[src/rtl/mem_req_adapter_pkg.sv]
// -----------------------------------------------------------------------------
// mem_req_adapter_pkg
// Shared types and helpers for the mem_system request adapter.
//   state_t      : adapter FSM encoding (IDLE/BUSY/RESP/ERR)
//   op_t         : latched operation of the in-flight request
//   DEFAULT_*    : default timeout configuration
//   is_malformed : request filter (double/empty op or odd byte address)
//   sat_inc16    : 16-bit saturating increment used by the statistics block
// Optional feature macro used by the importers: MEM_REQ_ADAPTER_STATS_EN.
// -----------------------------------------------------------------------------
package mem_req_adapter_pkg;

  typedef enum logic [1:0] {
    IDLE = 2'b00,
    BUSY = 2'b01,
    RESP = 2'b10,
    ERR  = 2'b11
  } state_t;

  typedef enum logic {
    OP_RD = 1'b0,
    OP_WR = 1'b1
  } op_t;

  localparam int DEFAULT_TIMEOUT_CYCLES = 64;
  localparam int DEFAULT_TO_W           = 7;

  // A request is rejected when it asks for both or neither operation, or
  // targets an odd byte address (mem_system only handles 16-bit words).
  function automatic logic is_malformed(input logic rd, input logic wr,
                                        input logic addr_lsb);
    return (rd & wr) | (~rd & ~wr) | addr_lsb;
  endfunction

  function automatic logic [15:0] sat_inc16(input logic [15:0] v);
    return (v == 16'hFFFF) ? v : (v + 16'h0001);
  endfunction

endpackage

[src/rtl/mem_req_adapter_stats.sv]
// -----------------------------------------------------------------------------
// mem_req_adapter_stats
// Three saturating response counters, present only when the adapter is built
// with MEM_REQ_ADAPTER_STATS_EN.
//   clk_i, rst_i     : clock, synchronous active-high reset
//   resp_fire_i      : one-cycle response pulse from the adapter
//   resp_hit_i       : response was a cache hit
//   resp_err_i       : response carries an error
//   stat_hits_o      : responses flagged as hits
//   stat_misses_o    : responses that were neither hit nor error
//   stat_errs_o      : responses flagged as errors
// -----------------------------------------------------------------------------
module mem_req_adapter_stats
  import mem_req_adapter_pkg::*;
(
  input  logic        clk_i,
  input  logic        rst_i,
  input  logic        resp_fire_i,
  input  logic        resp_hit_i,
  input  logic        resp_err_i,
  output logic [15:0] stat_hits_o,
  output logic [15:0] stat_misses_o,
  output logic [15:0] stat_errs_o
);

  logic [15:0] hits_q;
  logic [15:0] misses_q;
  logic [15:0] errs_q;

  // Count each response once per category; all counters stick at 0xFFFF.
  always_ff @(posedge clk_i) begin
    if (rst_i) begin
      hits_q   <= 16'h0000;
      misses_q <= 16'h0000;
      errs_q   <= 16'h0000;
    end else if (resp_fire_i) begin
      if (resp_hit_i) begin
        hits_q <= sat_inc16(hits_q);
      end
      if (resp_err_i) begin
        errs_q <= sat_inc16(errs_q);
      end
      if (!resp_hit_i && !resp_err_i) begin
        misses_q <= sat_inc16(misses_q);
      end
    end
  end

  assign stat_hits_o   = hits_q;
  assign stat_misses_o = misses_q;
  assign stat_errs_o   = errs_q;

endmodule

[src/rtl/mem_req_adapter.sv]
// -----------------------------------------------------------------------------
// mem_req_adapter
// Pipeline-side front end for mem_system. Accepts one load/store per
// valid/ready handshake, drives and holds Addr/DataIn/Rd/Wr until Done, and
// returns one registered response pulse. Malformed requests are answered with
// an error without touching memory; a sticky hang flag reports transactions
// that stay busy for TIMEOUT_CYCLES (the transaction itself is never aborted).
//
// Parameters: TIMEOUT_CYCLES (>= 2), TO_W (counter width, must hold
// TIMEOUT_CYCLES).
// Ports:
//   clk, rst                         : clock, synchronous active-high reset
//   req_valid/req_ready              : core request handshake
//   req_rd, req_wr, req_addr, req_wdata : request op, byte address, store data
//   resp_valid, resp_data, resp_err, resp_hit : one-cycle response
//   mem_addr, mem_data_in, mem_rd, mem_wr     : to mem_system
//   mem_data_out, mem_done, mem_stall, mem_cache_hit, mem_err : from mem_system
//   hang_o                           : sticky timeout flag
// Optional (macro MEM_REQ_ADAPTER_STATS_EN): stat_hits, stat_misses, stat_errs.
// -----------------------------------------------------------------------------
module mem_req_adapter
  import mem_req_adapter_pkg::*;
#(
  parameter int TIMEOUT_CYCLES = DEFAULT_TIMEOUT_CYCLES,
  parameter int TO_W           = DEFAULT_TO_W
) (
  input  logic        clk,
  input  logic        rst,
  input  logic        req_valid,
  output logic        req_ready,
  input  logic        req_rd,
  input  logic        req_wr,
  input  logic [15:0] req_addr,
  input  logic [15:0] req_wdata,
  output logic        resp_valid,
  output logic [15:0] resp_data,
  output logic        resp_err,
  output logic        resp_hit,
  output logic [15:0] mem_addr,
  output logic [15:0] mem_data_in,
  output logic        mem_rd,
  output logic        mem_wr,
  input  logic [15:0] mem_data_out,
  input  logic        mem_done,
  input  logic        mem_stall,
  input  logic        mem_cache_hit,
  input  logic        mem_err,
  output logic        hang_o
`ifdef MEM_REQ_ADAPTER_STATS_EN
  ,
  output logic [15:0] stat_hits,
  output logic [15:0] stat_misses,
  output logic [15:0] stat_errs
`endif
);

  localparam logic [TO_W-1:0] TO_LIMIT = TO_W'(TIMEOUT_CYCLES);
  localparam logic [TO_W-1:0] TO_ONE   = TO_W'(1);

  state_t            state_q;
  op_t               op_q;
  logic              err_sticky_q;
  logic [TO_W-1:0]   to_cnt_q;
  logic              req_ready_q;
  logic              resp_valid_q;
  logic [15:0]       resp_data_q;
  logic              resp_err_q;
  logic              resp_hit_q;
  logic [15:0]       mem_addr_q;
  logic [15:0]       mem_data_in_q;
  logic              mem_rd_q;
  logic              mem_wr_q;
  logic              hang_q;

  logic              malformed_d;
  logic [TO_W-1:0]   to_cnt_d;
  logic              err_acc_d;
  logic [15:0]       load_data_d;

  // Stall is observed only; it never steers the FSM.
  logic              unused_stall_s;
  assign unused_stall_s = mem_stall;

  // Next-value helpers: request filter, saturating timeout count, error
  // accumulation and the data word a completing transaction returns.
  always_comb begin
    malformed_d = is_malformed(req_rd, req_wr, req_addr[0]);
    err_acc_d   = err_sticky_q | mem_err;
    if (to_cnt_q == TO_LIMIT) begin
      to_cnt_d = to_cnt_q;
    end else begin
      to_cnt_d = to_cnt_q + TO_ONE;
    end
    // Stores and failed loads return zero.
    if ((op_q == OP_RD) && !err_acc_d) begin
      load_data_d = mem_data_out;
    end else begin
      load_data_d = 16'h0000;
    end
  end

  // Adapter FSM with all outputs registered.
  always_ff @(posedge clk) begin
    if (rst) begin
      state_q       <= IDLE;
      op_q          <= OP_RD;
      err_sticky_q  <= 1'b0;
      to_cnt_q      <= {TO_W{1'b0}};
      req_ready_q   <= 1'b1;
      resp_valid_q  <= 1'b0;
      resp_data_q   <= 16'h0000;
      resp_err_q    <= 1'b0;
      resp_hit_q    <= 1'b0;
      mem_addr_q    <= 16'h0000;
      mem_data_in_q <= 16'h0000;
      mem_rd_q      <= 1'b0;
      mem_wr_q      <= 1'b0;
      hang_q        <= 1'b0;
    end else begin
      case (state_q)
        IDLE: begin
          to_cnt_q <= {TO_W{1'b0}};
          if (req_valid && req_ready_q) begin
            req_ready_q <= 1'b0;
            if (malformed_d) begin
              state_q      <= ERR;
              resp_valid_q <= 1'b1;
              resp_err_q   <= 1'b1;
              resp_hit_q   <= 1'b0;
              resp_data_q  <= 16'h0000;
            end else begin
              state_q       <= BUSY;
              op_q          <= req_wr ? OP_WR : OP_RD;
              err_sticky_q  <= 1'b0;
              mem_addr_q    <= req_addr;
              mem_data_in_q <= req_wdata;
              mem_rd_q      <= req_rd;
              mem_wr_q      <= req_wr;
            end
          end else begin
            req_ready_q <= 1'b1;
          end
        end

        BUSY: begin
          // The hang flag only reports; the access keeps running because the
          // cache controller may be in the middle of a writeback.
          if (to_cnt_d == TO_LIMIT) begin
            hang_q <= 1'b1;
          end
          if (mem_done) begin
            state_q      <= RESP;
            mem_rd_q     <= 1'b0;
            mem_wr_q     <= 1'b0;
            to_cnt_q     <= {TO_W{1'b0}};
            err_sticky_q <= err_acc_d;
            resp_valid_q <= 1'b1;
            resp_err_q   <= err_acc_d;
            resp_hit_q   <= mem_cache_hit;
            resp_data_q  <= load_data_d;
          end else begin
            to_cnt_q     <= to_cnt_d;
            err_sticky_q <= err_acc_d;
          end
        end

        RESP, ERR: begin
          state_q      <= IDLE;
          req_ready_q  <= 1'b1;
          resp_valid_q <= 1'b0;
          resp_err_q   <= 1'b0;
          resp_hit_q   <= 1'b0;
          resp_data_q  <= 16'h0000;
        end

        default: begin
          state_q      <= IDLE;
          req_ready_q  <= 1'b1;
          resp_valid_q <= 1'b0;
          resp_err_q   <= 1'b0;
          resp_hit_q   <= 1'b0;
          resp_data_q  <= 16'h0000;
          mem_rd_q     <= 1'b0;
          mem_wr_q     <= 1'b0;
          to_cnt_q     <= {TO_W{1'b0}};
        end
      endcase
    end
  end

  assign req_ready   = req_ready_q;
  assign resp_valid  = resp_valid_q;
  assign resp_data   = resp_data_q;
  assign resp_err    = resp_err_q;
  assign resp_hit    = resp_hit_q;
  assign mem_addr    = mem_addr_q;
  assign mem_data_in = mem_data_in_q;
  assign mem_rd      = mem_rd_q;
  assign mem_wr      = mem_wr_q;
  assign hang_o      = hang_q;

`ifdef MEM_REQ_ADAPTER_STATS_EN
  mem_req_adapter_stats u_stats (
    .clk_i         (clk),
    .rst_i         (rst),
    .resp_fire_i   (resp_valid_q),
    .resp_hit_i    (resp_hit_q),
    .resp_err_i    (resp_err_q),
    .stat_hits_o   (stat_hits),
    .stat_misses_o (stat_misses),
    .stat_errs_o   (stat_errs)
  );
`endif

endmodule

[config.mk]
export PLATFORM = sky130hd
export DESIGN_NAME = mem_req_adapter
export DESIGN_NICKNAME = d
export VERILOG_FILES = /design/src/rtl/mem_req_adapter_pkg.sv /design/src/rtl/mem_req_adapter_stats.sv /design/src/rtl/mem_req_adapter.sv
export SDC_FILE = /design/constraint.sdc
export NUM_CORES = 1
export LEC_CHECK = 0
export BUFFER_PORTS_ARGS = -buffer_cell sky130_fd_sc_hd__buf_2
export CORE_MARGIN = 8
export CORE_UTILIZATION = 40
export CTS_CLUSTER_DIAMETER = 30
export DETAILED_ROUTE_END_ITERATION = 8
export PLACE_DENSITY = 0.73
export SYNTH_ARGS = -nofsm -noshare
export SYNTH_HDL_FRONTEND = slang
export SYNTH_SLANG_ARGS = --single-unit
[constraint.sdc]
create_clock -name clk -period 2.87 [get_ports clk]
set_input_delay 0.287 -clock clk [delete_from_list [all_inputs] [get_ports clk]]
set_output_delay 0.287 -clock clk [all_outputs]
set_load 0.02 [all_outputs]
==> flow_summary.ini <==
[synthesis]
synth_flop_cell = dfxtp_1
ys_async_sr_fraction_pct = 0
ys_types = 46
synth_area_leaders = dfxtp_1, mux2i_1, a21oi_1
synth_top_area_share_pct = 46.6
ys_seq_area_share_pct = 46.6
syn_inst = 291
synth_common_cells = dfxtp_1, nor2_1, mux2i_1
syn_avg_cell_area_um2 = 9.74
yosysTopAreaCell = dfxtp_1
synth_area_um2 = 2830
synth_fp_nets = 350
synth_most_common_cell = dfxtp_1
synth_edf_count = 0
ys_ff_latch = 66
yosys_warnings = 0

[finish]
seq_area_um2 = 1320
multi_input_area_um2 = 1340
n_antenna_cell = 0
finalInstanceArea_um2 = 3590
nFillCells = 678
synthToLayoutAreaGrowth_pct = 26.6
final_nets = 452
drive_gt1_share_pct = 34.7

[timing]
tightest_slew_ns = 0.857
setup_viol = 0
slew_violations = 0
clock_skew_ns = 0.00806
fin_setup_tns_ns = 0
hold_viol = 0
period_minus_slack_ns = 2.01
rsz0062_at_grt = false
timing.final.crit_share_pct = 70.2
max_slew_margin_pct = 42.5
max_freq_mhz = 497

[clock_network]
cts_setup_buffers = 0
cts_root_buf = clkbuf_8
path_clk_slew_ns = 0.07
hold_buffers = 0
cts_resized = 0
tritoncts = yes
ctsLongestPathBuffers = 2
htreeDepth = 3
cts_made_buffers = 9
numClockSinks = 66
worstSkewPairLatency_ns = 0.33

[min_path]
hold_path_class = primary input to flop
min_path_cells = 3

[power_and_ir_drop]
power_frac_comb_pct = 12.7
powerDensity_nw_per_um2 = 587
power_frac_seq_pct = 46.5
vdd_ir_drop_max_uv = 320
clkPwrFrac_pct = 40.8
power.switching_w = 0.000545
p_leak_nw = 1.53
p_int_w = 0.00156
p_sw_share_pct = 25.9

[flow_run]
maxCapViolations = 0

[floorplanning]
die_w_um = 100
rows = 30
pin_count = 112
die_h_um = 100
core_area_um2 = 6830
start_util_pct = 41.5
dieArea_um2 = 10000

[drt]
wl_per_cell_um = 15.3
ant_nets = 0
drtPass1Iterations = 4
num_vias = 2503
drtIter0Drc = 150
vias_per_cell = 5.07
totalWireLength_mm = 7.58
drc = 0

[setup_path]
crit_arrival_ns = 2.22
critPathRequiredTime_ns = 3.08
start_kind = flop
r2r_cells = 5
critPathMaxFanout = 37
worstSetupEndpointType = flop
path_class = flop to flop

[placed_design]
io_buffers = 110
place.gp.congestion = 0.815
place_area_um2 = 3370
dp_hpwl_mm = 5.48

[outcome]
outcome = finished, final reports clean

[global_routing]
antenna_found_initial = 0
grt_max_degree = 38
grt_pass1_wl_mm = 12.4
overflow = 0
grt_pass1_vias = 2558
grt_usage_pct = 15.2
-- layer usage --
metal / wire (um) / up-vias / GRT usage, %
met4: 132 / 0 / 7.33
li1: - / 1246 / -
met3: 322 / 11 / 3.60
met2: 3900 / 56 / 25.5
met1: 3220 / 1190 / 17.8
met5: 0 / - / 0
-- power groups by stage --
stage	clock [W]	combinational [W]	sequential [W]
after floorplan	0	0.000163	0.00102
after global placement	0	0.000264	0.000996
after detailed placement	0	0.000268	0.000998
after CTS	0.000873	0.000269	0.000977
after global routing	0.000917	0.000294	0.000982
final	0.000858	0.000268	0.000978
-- final cells by class --
cell class	count	share of cell area (%)
Multi-Input combinational cell	198	37.2
Sequential cell	66	36.8
Timing Repair Buffer	113	16.0
Clock buffer	11	3.94
Tap cell	96	3.35
Clock inverter	5	2.16
Inverter	5	0.523
-- registers in the layout (all words and copies together), names as in the netlist --
name / flops
state_q: 2
to_cnt_q: 7
resp_data: 16
mem_rd: 1
op_q: 1
req_ready: 1
resp_valid: 1
resp_hit: 1
mem_wr: 1
hang_o: 1
mem_addr: 16
err_sticky_q: 1
mem_data_in: 16
resp_err: 1
-- cells in the final DEF (no fill, tap or decap), types with 2 or more instances in the layout --
master and n:
a211oi_1 2, a21oi_1 28, a21oi_2 2, a311oi_1 3, buf_2 110, buf_4 3, bufinv_16 2, clkbuf_8 10
clkinv_2 2, dfxtp_1 66, ha_1 2, inv_1 5, mux2i_1 31, nand2_1 8, nand2b_1 3, nand3_1 22
nand3b_1 3, nor2_1 36, nor2b_1 3, nor3_1 4, nor3b_1 3, nor4_4 2, o211ai_1 16, o21a_1 2
o21ai_0 5, or3_1 2, xor2_1 3
-- cells by family (layout without fill, tap and decap cells) --
kind of cell,count (synthesis),after routing,synth area share [%]
adders and majority gates,2,2,0.883
buffers and inverters,27,134,6.58
AOI/OAI and AO/OA,66,66,15.2
xor gates and xnor gates,4,4,1.24
and+or+nand+nor,95,95,18.5
DFF,66,66,46.6
muxes,31,31,10.9
-- critical path, stage by stage (launching register included) --
cell and delay [ns]:
dfxtp_1 0.52, nand3b_1 0.34, nor4_4 0.16, buf_4 0.50
mux2i_1 0.28, nor2_1 0.06
-- through the flow --
step	setup slack [ns]	power, W	cells	util, %	hold WS, ns
floorplan	1.33	0.00118	291	-	0.423
detailed placement	0.902	0.00127	478	49.3	0.452
finish	0.856	0.00210	494	52.5	0.195
global route	0.729	0.00219	494	52.5	0.187
global placement	0.965	0.00126	478	49.3	0.447
CTS	0.891	0.00212	494	52.5	0.184
-- worst paths after layout --
path         slack (ns)          from             end
max                0.86    state_q[1]  mem_data_in[2]
min reg2reg        0.46  resp_data[2]    resp_data[2]
max reg2reg        0.86    state_q[1]  mem_data_in[2]
min                0.20  req_wdata[4]  mem_data_in[4]
Power figures use the tool's default switching activity.
